==> src/rtl/muldiv_seq.sv <==
// Iterative signed/unsigned multiply and divide unit.
// Results land in HI/LO; divide-by-zero is flagged to control.
module muldiv_seq #(
  parameter int WIDTH = 32
) (
  input  logic             clk,
  input  logic             reset,
  input  logic             start,
  input  logic [1:0]       op,
  input  logic [WIDTH-1:0] a,
  input  logic [WIDTH-1:0] b,
  output logic             busy,
  output logic             done,
  output logic             div_zero,
  output logic [WIDTH-1:0] hi,
  output logic [WIDTH-1:0] lo
);

  localparam int W  = WIDTH;
  localparam int CW = $clog2(WIDTH);

  typedef enum logic [2:0] {
    IDLE, RUN, FIX, DZ, DONE
  } state_t;

  state_t         state;
  logic           is_div_r;
  logic           neg_q;
  logic           neg_r;
  logic [W-1:0]   mag_b;
  logic [2*W-1:0] acc;
  logic [CW-1:0]  cnt;

  logic           sa;
  logic           sb;
  logic [W-1:0]   abs_a;
  logic [W-1:0]   abs_b;
  logic           accept;
  logic [W:0]     mul_sum;
  logic [2*W-1:0] mul_next;
  logic [W+1:0]   div_trial;
  logic [2*W-1:0] div_next;
  logic [2*W-1:0] prod_fix;
  logic [W-1:0]   quo_fix;
  logic [W-1:0]   rem_fix;

  assign sa    = ~op[0] & a[W-1];
  assign sb    = ~op[0] & b[W-1];
  assign abs_a = sa ? -a : a;
  assign abs_b = sb ? -b : b;

  assign accept = start &&
    (state == IDLE || state == DONE);

  // Multiplier sits in acc[W-1:0] and shifts out as the product fills in.
  assign mul_sum = {1'b0, acc[2*W-1:W]}
    + (acc[0] ? {1'b0, mag_b} : '0);
  assign mul_next = {mul_sum, acc[W-1:1]};

  // Restoring step: remainder in the top half, dividend/quotient below.
  assign div_trial = {1'b0, acc[2*W-1:W-1]}
    - {2'b00, mag_b};
  assign div_next = div_trial[W+1]
    ? {acc[2*W-2:0], 1'b0}
    : {div_trial[W-1:0], acc[W-2:0], 1'b1};

  assign prod_fix = neg_q ? -acc : acc;
  assign quo_fix  = neg_q ? -acc[W-1:0] : acc[W-1:0];
  assign rem_fix  = neg_r ? -acc[2*W-1:W] : acc[2*W-1:W];

  always_ff @(posedge clk or posedge reset) begin
    if (reset) begin
      state    <= IDLE;
      busy     <= 1'b0;
      done     <= 1'b0;
      div_zero <= 1'b0;
      hi       <= '0;
      lo       <= '0;
      is_div_r <= 1'b0;
      neg_q    <= 1'b0;
      neg_r    <= 1'b0;
      mag_b    <= '0;
      acc      <= '0;
      cnt      <= '0;
    end else begin
      done <= 1'b0;
      unique case (state)
        IDLE, DONE: begin
          if (accept) begin
            is_div_r <= op[1];
            neg_q    <= sa ^ sb;
            neg_r    <= sa;
            mag_b    <= abs_b;
            acc      <= {{W{1'b0}}, abs_a};
            cnt      <= CW'(W - 1);
            div_zero <= 1'b0;
            if (op[1] && b == '0) begin
              state <= DZ;
            end else begin
              state <= RUN;
              busy  <= 1'b1;
            end
          end else begin
            state <= IDLE;
          end
        end
        RUN: begin
          acc <= is_div_r ? div_next : mul_next;
          cnt <= cnt - 1'b1;
          if (cnt == '0) state <= FIX;
        end
        FIX: begin
          if (is_div_r) begin
            hi <= rem_fix;
            lo <= quo_fix;
          end else begin
            hi <= prod_fix[2*W-1:W];
            lo <= prod_fix[W-1:0];
          end
          busy  <= 1'b0;
          done  <= 1'b1;
          state <= DONE;
        end
        DZ: begin
          div_zero <= 1'b1;
          done     <= 1'b1;
          state    <= DONE;
        end
        default: state <= IDLE;
      endcase
    end
  end

endmodule
==> config.mk <==
export PLATFORM = sky130hd
export DESIGN_NAME = muldiv_seq
export DESIGN_NICKNAME = d
export VERILOG_FILES = /design/src/rtl/muldiv_seq.sv
export SDC_FILE = /design/constraint.sdc
export NUM_CORES = 1
export LEC_CHECK = 0
export CELL_PAD_IN_SITES_DETAIL_PLACEMENT = 1
export CELL_PAD_IN_SITES_GLOBAL_PLACEMENT = 2
export CORE_MARGIN = 8
export CORE_UTILIZATION = 42
export DETAILED_ROUTE_END_ITERATION = 10
export DONT_BUFFER_PORTS = 1
export PLACE_DENSITY = 0.95
export SLEW_MARGIN = 20
export SYNTH_ARGS = -nofsm -noshare
export SYNTH_HDL_FRONTEND = slang
export SYNTH_SLANG_ARGS = --single-unit
==> constraint.sdc <==
create_clock -name clk -period 13.15 [get_ports clk]
set_clock_uncertainty 0.2 [all_clocks]
set_input_delay 0.6575 -clock clk [delete_from_list [all_inputs] [get_ports clk]]
set_output_delay 0.6575 -clock clk [all_outputs]
set_load 0.01 [all_outputs]
# Word-level counts from Yosys, hierarchy flattened
# Index checks and enable logic that the tools add are counted.
# word_totals
register_bits,174
inputBits,69
# op_classes
addsub,8
eq_ne,7
mux,24
bitwise,4
reduce_logical,15
# ops
operator,count
$mux W64,4
$mux W32,7
$neg A32 Y32,4
$pmux W64 S2,1
$neg A64 Y64,1
$sub A33 B32 Y34,1
$add A32 B32 Y33,1
$logic_not A32 Y1,1
$pmux W5 S2,1
$pmux W3 S3,1
$eq A3 B2 Y1 const B,2
$mux W3,2
$ne A2 B2 Y1 const B,3
$reduce_and A2 Y1,3
$reduce_bool A2 Y1,3
$logic_not A5 Y1,1
$mux W5,1
$sub A5 B1 Y5 const B,1
$mux W1,4
$pmux W1 S2,2
$reduce_or A2 Y1,2
$eq A3 B1 Y1 const B,1
$eq A3 B3 Y1 const B,1
$logic_not A3 Y1,1
other kinds (7),9

# Depth between registers and ports, before layout
# logic_depth
depth_word,5
depth_mapped,14
ltp_nobuf,13

# Worst setup path before layout
# No wires, ideal clock.
# synth_path
path_kind,register -> register
from,register acc[0]
to,register acc[59]
t_arrival_ns,2.983
setup_slack_ns,9.825
path_stages_with_launch,15
path_buffers,2
path_cell_list,dfrtp_1 inv_1 clkbuf_1 nor2_1 ha_1 clkbuf_1 a211o_1 a21oi_1 or2_2 nand3_1 a21oi_1 o21ai_0 or3b_2 nand3_1 a211oi_1
# synth_between
elab_chain_len,4
# synth_lines
element,line_no,rtl
start: declaration,31,logic [2*W-1:0] acc;
start signal: assignment,94,"acc <= {{W{1'b0}}, abs_a};"
start signal: assignment,108,acc <= is_div_r ? div_next : mul_next;
$mux W32,57,"+ (acc[0] ? {1'b0, mag_b} : '0);"
$add A32 B32 Y33,57,
$mux W64,108,
$pmux W64 S2,87,unique case (state)
# No other way between the ends.
# A chain may end at the register's enable or synchronous reset.

# Final worst setup path
# Same ends and word-level chain as after synthesis.

==> impl_metrics.toml <==
[sta]
setup_viol = 0
fmax_mhz = 241
worst_pin_slew_ns = 1.03
report.final.hold_viol_count = 0
slew_headroom_pct = 30.8
finalMaxSlewViolations = 0
tns_ns = 0
fin_ws_ns = 9.01
min_period_ns = 4.14
rsz0062_at_grt = "no"
fin_crit_sh_pct = 31.5

[logic_synthesis]
syn_avg_cell_area_um2 = 7.96
ys_seq_area_share_pct = 31.7
netlist_instances = 1725
syn-num-nets = 1866
synth_area_um2 = 13700
synthArstFlopShare_pct = 100
synth_ff_type = "dfrtp_1"
synth.distinct_cells = 73
ys_seq_elements = 174
yosysWarnings = 0
synth_edf_count = 0

[die]
core_um2 = 32400
io_pins = 136
die_w_um = 197
initial_utilization_pct = 42.4
die_area_um2 = 38700
rows = 66
die_h_um = 197

[global_route]
antenna_found_initial = 0
met1_usage_pct = 33.7
grt-ovfl-total = 0
grt_usage_pct = 23.1
grt_max_degree = 107
grt_pass1_wl_um = 72400
first_global_vias = 12657
grt-busiest-layer = "met2"
grt_util_met2_pct = 35.8
grt_use_met3_pct = 3.09

[placement]
dp.cells = 2072
gp_congestion = 0.910
numPortBuffers = 0
place_ws_ns = 8.99
dp_hpwl_um = 34000

[routing]
drc = 0
ant_nets = 0
num_vias = 12530
wire_per_inst_um = 21.3
dr.pass1.iters = 5
drt-total-wl_um = 44800
vias_per_cell = 5.95
drt-initial-drc-count = 998

[worst_setup_path]
startpoint_type = "flop"
crit_type = "reg -> reg"
ff2ff_path_depth = 13
cp-end-kind = "flop"
required_ns = 13.24
crit_fanout = 21
crit_arrival_ns = 4.23

[clock_network]
clock_latency_ns = 0.45
postCtsSetupRepairBufs = 0
htree_levels = 4
clk_path_buf_depth = 2
cts_sinks = 174
cts_made_buffers = 17
path_clk_slew_ns = 0.08
root_buffer = "clkbuf_16"
cts_tree = "done"

[final_layout]
layout-drive-gt1-share_pct = 4.63
final_cells = 2105
register_area_um2 = 4360
diodes = 0
fin_util_pct = 45.0
nFillCells = 3935
nets = 1791
area_growth_syn_to_layout_pct = 6.17
multi_input_area_um2 = 8730

[power]
p_leak_nw = 6.08
powerDensity_nw_per_um2 = 305
max-vdd-ir-drop_uv = 150
power_mw = 4.45

[flow_run]
maxCapViolCount = 0

[min_path]
min_path_type = "in -> reg"
min_path_cells = 1

[run_status]
status = "finished clean"
synth_stat cells (21+ instances only):
master	n	area, µm²
a21oi_1	140	701
xor2_1	70	613
a22oi_1	22	165
nor3_1	36	180
o21ai_0	212	1060
nand2_1	202	758
nand2b_1	24	150
mux2i_1	39	390
xnor2_1	99	867
clkbuf_1	92	345
inv_1	65	244
dfrtp_1	174	4350
nor2_1	138	518
ha_1	70	876
a21o_1	24	180
a31oi_1	21	131
sequential cells by signal (all words and copies together) (netlist names):
| register | flops |
|---|---|
| acc | 64 |
| done | 1 |
| neg_r | 1 |
| cnt | 5 |
| mag_b | 32 |
| busy | 1 |
| neg_q | 1 |
| hi | 32 |
| is_div_r | 1 |
| state | 3 |
| lo | 32 |
| div_zero | 1 |
placed cells by master (no fill, tap or decap), types with 5 or more instances in the layout:
cell type    n
xnor2_1     99
a31oi_1     21
o21a_1      12
o31ai_1     19
o21ai_0    212
clkbuf_16   17
or4_1        8
nor2_1     135
a22oi_1     22
dfrtp_1    172
inv_6        5
or3_1       12
nand4_1     15
buf_4       12
o22ai_1      9
o21bai_1    13
nand2_1    202
and2_1       6
nand2b_1    23
o21ai_1     13
xor2_1      70
o41ai_1      8
inv_8        5
nand3_1     20
nor2b_1     13
ha_1        70
and3_1       9
nor4_1      18
mux2i_1     39
a32oi_1      7
a211oi_1    11
o211ai_1    20
a21o_1      24
nor3_1      36
a21oi_1    139
inv_1       64
cell families after synthesis:
kind of cell | share of synthesized area, %
xor+xnor | 10.8
mux | 3.09
simple gates | 18.0
flops | 31.7
buf+inv | 4.91
compound gates | 24.8
fa+ha+maj | 6.67
worst paths after layout:
check                                           from                   end  slack (ns)
min in group asynchronous                      reset    lo[14]$_DFFE_PP0P_        0.52
worst min-delay path                           op[0]     neg_q$_DFFE_PP0P_        0.10
worst max-delay path              acc[0]$_DFFE_PP0P_   acc[59]$_DFFE_PP0P_        9.01
worst min register to register  state[2]$_DFFE_PP0P_  state[2]$_DFFE_PP0P_        0.26
worst max register to register    acc[0]$_DFFE_PP0P_   acc[59]$_DFFE_PP0P_        9.01
max in group asynchronous                      reset   acc[39]$_DFFE_PP0P_       10.94
through the flow:
step	hold WS [ns]	cell area (µm²)
2_1_floorplan	0.226	13700
3_3_place_gp	0.239	14000
3_5_place_dp	0.262	14000
4_1_cts	0.0929	14600
5_1_grt	0.108	14600
6_report	0.102	14600
layout make-up:
type	count	area share (%)
flip-flops and latches	174	29.9
well taps	442	3.79
clock inverters	14	1.08
multi-input cells	1379	59.9
inverters	65	1.71
clock buffers	18	2.94
repair buffers	13	0.687
critical path, cell delays in order, from the launching register on:
cell and delay (ns):
dfrtp_1 0.46, inv_1 0.34, buf_4 0.36, nor2_1 0.09, ha_1 0.38, a211o_1 0.29
a21oi_1 0.16, or2_2 0.15, nand3_1 0.17, a21oi_1 0.40, o21ai_0 0.31, or3b_2 0.51
nand3_1 0.08, a211oi_1 0.07
metal layers:
| metal | share of wire (%) | vias to the layer above |
|---|---|---|
| li1 | - | 5980 |
| met1 | 48 | 6171 |
| met2 | 45 | 331 |
| met3 | 5.5 | 48 |
| met4 | 1.5 | 0 |
| met5 | 0 | - |
what timing repair did:
action,in CTS,in global routing
hold endpoints to repair,42,0
resized for setup,0,0
hold buffers,1,0
power by group:
part           total, mW  switching (mW)  leakage (nW)  internal [mW]
combinational       2.88            1.75          3.55           1.12
sequential          1.05           0.336          2.25          0.717
clock              0.517           0.261         0.288          0.256
total               4.45            2.35          6.08           2.09
(Power assumes the default switching activity.)
